--- src/rtl/legv8_pkg.sv ---
// legv8_pkg -- shared constants and types for the LEGv8 front end.
//
// Contents:
//   INST_W_DEF      default instruction / PC width (32)
//   LEGV8_NOP       LEGv8 NOP encoding, usable as a filler instruction
//   IFQ_DEPTH_MIN   smallest legal fetch-queue depth
//   IFQ_DEPTH_MAX   largest legal fetch-queue depth
//   ifq_state_e     fetch-queue occupancy state (EMPTY / PARTIAL / FULL)
//   ifq_occ_state() maps an entry count onto its occupancy state
package legv8_pkg;

  localparam int          INST_W_DEF    = 32;
  localparam logic [31:0] LEGV8_NOP     = 32'hD503201F;
  localparam int          IFQ_DEPTH_MIN = 2;
  localparam int          IFQ_DEPTH_MAX = 16;

  typedef enum logic [1:0] {
    IFQ_EMPTY   = 2'd0,
    IFQ_PARTIAL = 2'd1,
    IFQ_FULL    = 2'd2
  } ifq_state_e;

  // Occupancy state implied by an entry count for a queue of the given depth.
  function automatic ifq_state_e ifq_occ_state(input int cnt, input int depth);
    if (cnt == 0) begin
      return IFQ_EMPTY;
    end else if (cnt >= depth) begin
      return IFQ_FULL;
    end else begin
      return IFQ_PARTIAL;
    end
  endfunction

endpackage

--- src/rtl/ifq_storage.sv ---
// ifq_storage -- entry array for the instruction fetch queue.
//
// DEPTH words of W bits, one synchronous write port and one asynchronous
// read port. The array is deliberately not reset: the queue never exposes
// a slot that has not been written since the last reset or flush.
//
// Ports:
//   clk    in   clock
//   we     in   write enable
//   waddr  in   write slot
//   wdata  in   write data
//   raddr  in   read slot
//   rdata  out  contents of slot raddr (combinational)
module ifq_storage #(
  parameter int DEPTH = 4,
  parameter int W     = 64,
  parameter int AW    = $clog2(DEPTH)
) (
  input  logic          clk,
  input  logic          we,
  input  logic [AW-1:0] waddr,
  input  logic [W-1:0]  wdata,
  input  logic [AW-1:0] raddr,
  output logic [W-1:0]  rdata
);

  logic [W-1:0] mem [DEPTH];

  always_ff @(posedge clk) begin
    if (we) begin
      mem[waddr] <= wdata;
    end
  end

  assign rdata = mem[raddr];

endmodule

--- src/rtl/inst_fetch_queue.sv ---
// inst_fetch_queue -- decoupling FIFO between instruction fetch and decode.
//
// Each entry is a {pc, inst} pair. Pointer, count, occupancy state and
// handshake logic live here; the entry array is the ifq_storage sub-module.
//
// Handshake: a side transfers a word on a cycle where its valid and ready
// are both 1 at the rising edge. fetch_ready depends only on registered
// occupancy (never on dec_ready), so a full queue refuses a push even in a
// cycle where it also pops. dec_valid/dec_* only change at clock edges and
// stay stable while dec_valid && !dec_ready. flush drops every queued entry
// and any same-cycle push or pop; rst takes priority over flush.
//
// Optional feature, macro IFQ_BYPASS_EN: while EMPTY, a fetch word (with
// flush low) is forwarded combinationally onto dec_*; it is only enqueued if
// decode does not take it in that cycle. Without the macro there is no
// combinational path from fetch_* to dec_* and a push is visible on dec_*
// one cycle later.
//
// Ports:
//   clk          in   clock, rising edge
//   rst          in   synchronous active-high reset
//   flush        in   discard all queued entries
//   fetch_valid  in   fetch_pc / fetch_inst carry a word
//   fetch_pc     in   PC of the fetched word
//   fetch_inst   in   fetched instruction
//   fetch_ready  out  queue accepts a word this cycle
//   dec_valid    out  dec_pc / dec_inst hold the oldest entry
//   dec_pc       out  PC of the oldest entry (0 while empty)
//   dec_inst     out  instruction of the oldest entry (0 while empty)
//   dec_ready    in   decode consumes the entry this cycle
module inst_fetch_queue
  import legv8_pkg::*;
#(
  parameter int DEPTH  = 4,
  parameter int INST_W = INST_W_DEF
) (
  input  logic              clk,
  input  logic              rst,
  input  logic              flush,
  input  logic              fetch_valid,
  input  logic [INST_W-1:0] fetch_pc,
  input  logic [INST_W-1:0] fetch_inst,
  output logic              fetch_ready,
  output logic              dec_valid,
  output logic [INST_W-1:0] dec_pc,
  output logic [INST_W-1:0] dec_inst,
  input  logic              dec_ready
);

  localparam int AW = $clog2(DEPTH);
  localparam int CW = $clog2(DEPTH + 1);
  localparam int EW = 2 * INST_W;

  // All control state in one struct so a checker can observe it as a unit.
  typedef struct packed {
    ifq_state_e      state;
    logic [CW-1:0]   count;
    logic [AW-1:0]   rd_ptr;
    logic [AW-1:0]   wr_ptr;
  } ifq_ctrl_t;

  ifq_ctrl_t     ctrl;
  logic          q_empty;
  logic          push;
  logic          q_pop;
  logic [CW-1:0] count_nxt;
  logic [EW-1:0] rd_word;

  assign q_empty     = (ctrl.state == IFQ_EMPTY);
  assign fetch_ready = (ctrl.state != IFQ_FULL);

  always_comb begin
    q_pop     = !q_empty && dec_ready;
    push      = fetch_valid && fetch_ready && !flush;
    dec_valid = !q_empty;
    dec_pc    = '0;
    dec_inst  = '0;
    if (!q_empty) begin
      {dec_pc, dec_inst} = rd_word;
    end
`ifdef IFQ_BYPASS_EN
    if (q_empty && fetch_valid && !flush) begin
      dec_valid = 1'b1;
      dec_pc    = fetch_pc;
      dec_inst  = fetch_inst;
      // Taken straight from the fetch side, so it never occupies a slot.
      if (dec_ready) begin
        push = 1'b0;
      end
    end
`endif
  end

  // push implies count < DEPTH and q_pop implies count > 0, so this cannot
  // wrap.
  assign count_nxt = ctrl.count + CW'(push) - CW'(q_pop);

  always_ff @(posedge clk) begin
    if (rst || flush) begin
      ctrl.state  <= IFQ_EMPTY;
      ctrl.count  <= '0;
      ctrl.rd_ptr <= '0;
      ctrl.wr_ptr <= '0;
    end else begin
      ctrl.count <= count_nxt;
      ctrl.state <= ifq_occ_state(int'(count_nxt), DEPTH);
      // DEPTH is a power of two, so natural AW-bit overflow is modulo DEPTH.
      if (push) begin
        ctrl.wr_ptr <= ctrl.wr_ptr + AW'(1);
      end
      if (q_pop) begin
        ctrl.rd_ptr <= ctrl.rd_ptr + AW'(1);
      end
    end
  end

  ifq_storage #(
    .DEPTH (DEPTH),
    .W     (EW),
    .AW    (AW)
  ) u_storage (
    .clk   (clk),
    .we    (push && !rst),
    .waddr (ctrl.wr_ptr),
    .wdata ({fetch_pc, fetch_inst}),
    .raddr (ctrl.rd_ptr),
    .rdata (rd_word)
  );

endmodule

--- config.mk ---
export PLATFORM = sky130hd
export DESIGN_NAME = inst_fetch_queue
export DESIGN_NICKNAME = d
export VERILOG_FILES = /design/src/rtl/legv8_pkg.sv /design/src/rtl/ifq_storage.sv /design/src/rtl/inst_fetch_queue.sv
export SDC_FILE = /design/constraint.sdc
export NUM_CORES = 1
export LEC_CHECK = 0
export CORE_ASPECT_RATIO = 1.25
export CORE_UTILIZATION = 59
export DETAILED_ROUTE_END_ITERATION = 6
export HOLD_SLACK_MARGIN = 0.05
export MAX_ROUTING_LAYER = met4
export PLACE_DENSITY_LB_ADDON = 0.25
export SETUP_SLACK_MARGIN = 0.1
export SYNTH_ARGS = -nofsm -noshare
export SYNTH_HDL_FRONTEND = slang
export SYNTH_SLANG_ARGS = --single-unit
export TNS_END_PERCENT = 100
--- constraint.sdc ---
create_clock -name clk -period 3.9 [get_ports clk]
set_input_delay 0.585 -clock clk [delete_from_list [all_inputs] [get_ports clk]]
set_output_delay 0.585 -clock clk [all_outputs]
set_load 0.005 [all_outputs]
* Word-level counts from Yosys, hierarchy flattened
Memory sizes are Yosys's and may differ from the RTL's. A register that Yosys moved wholly into a read port is not among the register bits. Cells that the tools add are included.
Word-level totals: word-level logic and storage cells 29, memories 1, bits in registers 9, output and inout port bits 66, bits in writable memories 256, input port bits 69
Operators by class: muxes and demuxes 7, equality and inequality tests 1, order comparisons 1, add/sub/neg operators 4, reductions and logical operators 11
Memories:
- u_storage.mem | depth 4, bits a word 64, read ports 1, clocked after memory_dff 1, write ports 1, RTL line ifq_storage.sv:27 | logic [W-1:0] mem [DEPTH];
Operator list (number):
- 32-bit 2-to-1 mux | 2
- 2-bit 2-to-1 mux | 3
- 2-bit by 1-bit adder with 2-bit output (second input constant) | 2
- 1-bit logical AND | 4
- 3-bit by 1-bit adder with 3-bit output | 1
- 3-bit greater-or-equal comparator (second input constant) | 1
- 1-bit logical NOT | 3
- 3-bit logical NOT | 1
- 3-bit by 1-bit subtractor with 3-bit output | 1
- 2-bit logical NOT | 1
- 1-bit 2-to-1 mux | 2
- 2-bit != test (second input constant) | 1
- 2-bit OR reduction | 1
- 1-bit logical OR | 1

* Logic depth before layout (Yosys ltp)
depth after elaboration 7, gate-level depth with buffers 10, mapped depth without buffers 10

* Cells and area by module
Synthesis repeated with hierarchy kept, for this count alone.
Second synthesis, totals: cells, all modules 454, area, all modules 10212.3 um^2
Modules (own cells, without submodules):
- ifq_storage | area an instance 9341.5 um^2, cells each 338, instances 1
- inst_fetch_queue | area an instance 870.8 um^2, cells each 116, instances 1

* Least setup slack after synthesis
OpenSTA, ideal clock, no wires.
kind input-to-reg, start input flush, end memory u_storage.mem[0][0], enable pin, library setup time 429 ps, path slack 1091 ps, stages 2, arrival time 2380 ps, buffers on the path 0, path through nor2_1 and3_1
On the way: cells in the longest elaborated chain, start to end 5
Ends and longest elaborated chain:
- start, declared | RTL line inst_fetch_queue.sv:39 | input logic flush,
- 1-bit logical NOT | RTL line inst_fetch_queue.sv:74 | push = fetch_valid && fetch_ready && !flush;
- 1-bit logical AND | RTL line inst_fetch_queue.sv:74
- 1-bit logical AND | RTL line inst_fetch_queue.sv:123 | .we (push && !rst),
- 1-bit 2-to-1 mux | RTL line ifq_storage.sv:30 | if (we) begin
- 1-bit 2-to-1 mux (not written as such) | RTL line ifq_storage.sv:31 | mem[waddr] <= wdata;
- end, declared | RTL line ifq_storage.sv:27
No other way between the ends.

==> metrics <==
number of I/O port buffers=134; post-detailed-routing wire length=~18000 um; sequential power share=0.539; number of CTS-inserted buffers=24; die area=0.01793 sq mm; worst-margin pin slew=1146 ps; CORE AREA=0.01691 sq mm; Critical Path Sink Type=output port; post-route ant nets=0; Fillers=between 900 and 1000; grt ovf=0; Setup-failing EPs final=0; CTS tree=yes; Initial DRC Count=299; CP Launch Type=flop; Via density=between 5 and 6; Hold Crit Class=flop to flop; leakage=3.995 nW; clock tree root buffer cell=clkbuf_16; top_reg_cell synth=edfxtp_1; post-synthesis register bit count=267; Starting Density=0.6069; dpl cells=approximately 800; share of layout cells above drive strength 1=0.1790; RSZ-0062 raised after global routing=false; Post-Synthesis Cells=462; Cell Int Power=4.796 mW; largest cells by area after synthesis=edfxtp_1, mux4_2, and2_1; Clock Path Buffers=3; vias in the first global route=5156; Clock Pin Slew Worst Setup and Hold Paths=70 ps; crit path time final=around 3300 ps; max cap viols=0; Max Freq=0.3032 GHz; post-synth cell types=25; YS warnings=0; DR vias=4824; first-pass GRT wire length=27740 um; fin crit share=0.8458; initial antenna violation count=1; TritonRoute pass-1 iters=4; critical path class=flop to output port; Layout Nets=between 600 and 700; clock power share=0.402; Die Y=approximately 150 um; drc violations=0; outcome=complete, no violations; dominant cell type by area after synthesis=edfxtp_1; htree depth=1; Worst-Skew Late Latency=500 ps; Final Core Density=0.7427; synthesized cell area=0.01026 sq mm; multi-input logic area=between 0.002 and 0.0025 sq mm; final hold violations=0; worst hold slack=546.4 ps; Peak VDD IR=0.0004251 V; CP max FO=22; Syn Area/Cell=22.21 sq um; GRT Total Usage=0.2140; met3 usage in global routing=0.03354; setup repair bufs after CTS=0; CTS Sinks=between 200 and 300; Post-synth EDFFs=256; top-level I/O count=around 140; Die Width=approximately 120 um; GR Layer Usage met2=0.3710; cell with the most instances after synthesis=edfxtp_1; synth cell count leaders=edfxtp_1, and2_1, mux4_2; share of the synthesized area in the top cell type=0.7491; gpl congestion=about 0.71; Post-Synthesis Net Count=538; largest net degree at the start of global routing=66; required time of the critical path=roughly 3300 ps; placed inst area=0.01174 sq mm; Comb power frac=0.059; CP arrival=2710 ps; area grow syn2layout=22.38%; Detailed Place HPWL=about 10000 um; Seq/Total Area, Yosys=0.7705; Final TNS setup=0 ps; M1 GR Usage=0.2611; total area of sequential cells=0.007915 sq mm; switching part of the total power=0.1891; # rows=53; PD cells=470.9 mW/mm^2; CTS Hold Bufs=0; post-route insts no fill=841; Routed WL per cell=about 21 um; Clock Skew=around 8.2 ps; ys async rst share=0; Net Sw Power=between 1 and 1.5 mW; Most Used Layer, Global Route=met2; Finished Cell Area=about 0.013 sq mm; Rel. slew slack=0.2361; Slew Viols, Final=0; # resized after CTS=0
## power groups by stage
stage	Combinational (mW)	Sequential (mW)	Clock (mW)
after floorplan	0.140	3.25	0
after global placement	0.344	3.25	0
after detailed placement	0.355	3.25	0
after CTS	0.357	3.19	2.41
after global routing	0.379	3.19	2.51
final	0.351	3.19	2.38
## kinds of logic (layout without fill, tap and decap cells)
group,Yosys count,in the layout,share of synthesized area
buffers and inverters,29,187,0.02170
DFF,267,267,0.7705
muxes,64,64,0.1419
adders and majority gates,7,7,0.009266
xor gates and xnor gates,4,4,0.003414
and+or+nand+nor,85,85,0.04999
AOI/OAI and AO/OA,6,6,0.003170
other,0,1,0
## state kept, by name, summed over array words and instances, names as in the netlist, named ones only
signal         cells
u_storage.mem    256
ctrl               9
## critical path, cell delays in order (launching register included)
cell and delay [ps]:
dfxtp_4 630, buf_4 380, mux4_2 560, and2_1 190
clkdlybuf4s50_1 440
## per-stage QoR
| stage | power [mW] | worst slack, ps |
|---|---|---|
| after global routing | 6.081 | 423.1 |
| after floorplan | 3.385 | 1091 |
| after CTS | 5.953 | 539.1 |
| after detailed placement | 3.604 | 731.9 |
| final | 5.914 | 601.5 |
| after global placement | 3.591 | 900.9 |
## routing by layer
| metal | vias up | routed length (um) |
|---|---|---|
| met5 | - | 0 |
| met4 | 0 | 365 |
| met3 | 38 | 838 |
| met2 | 143 | 9586 |
| met1 | 2499 | 7184 |
| li1 | 2144 | - |
## area by class of cell
type | count | area share
Tap cell | 220 | 0.02192
Clock buffer | 33 | 0.05698
Antenna cell | 1 | 0.0001992
Sequential cell | 267 | 0.6302
Multi-Input combinational cell | 166 | 0.1713
Timing Repair Buffer | 136 | 0.1090
Inverter | 7 | 0.002092
Clock inverter | 11 | 0.008269
## final timing paths
| path | slack [ps] | cells past startpoint | to | from |
|---|---|---|---|---|
| setup reg to reg | 1490 | 10 | ctrl[8]$_SDFF_PP0_ | ctrl[8]$_SDFF_PP0_ |
| setup / recovery | 600 | 4 | dec_pc[15] | flop |
| hold reg to reg | 550 | 2 | ctrl[3]$_SDFFE_PP0P_ | ctrl[3]$_SDFFE_PP0P_ |
| hold / removal | 550 | 2 | ctrl[3]$_SDFFE_PP0P_ | ctrl[3]$_SDFFE_PP0P_ |
## placed cells by master, fill, tap and decap left out
master	n
nor2_1	6
buf_4	1
nand3_1	2
xor2_1	2
bufinv_16	2
or3_1	1
mux4_2	60
inv_1	7
clkdlybuf4s50_1	134
o21ai_0	3
clkbuf_16	25
fa_1	1
and3_4	4
mux4_1	4
clkbuf_1	2
ha_1	6
o211ai_1	1
a21oi_1	2
clkinv_2	8
clkinv_1	1
diode_2	1
xnor2_1	2
buf_12	1
dfxtp_1	9
or2_2	2
edfxtp_1	256
dfxtp_4	2
nor3_1	1
clkbuf_8	6
and2_1	67
nor2b_1	2
No activity file was read; power rests on OpenSTA's default activity.
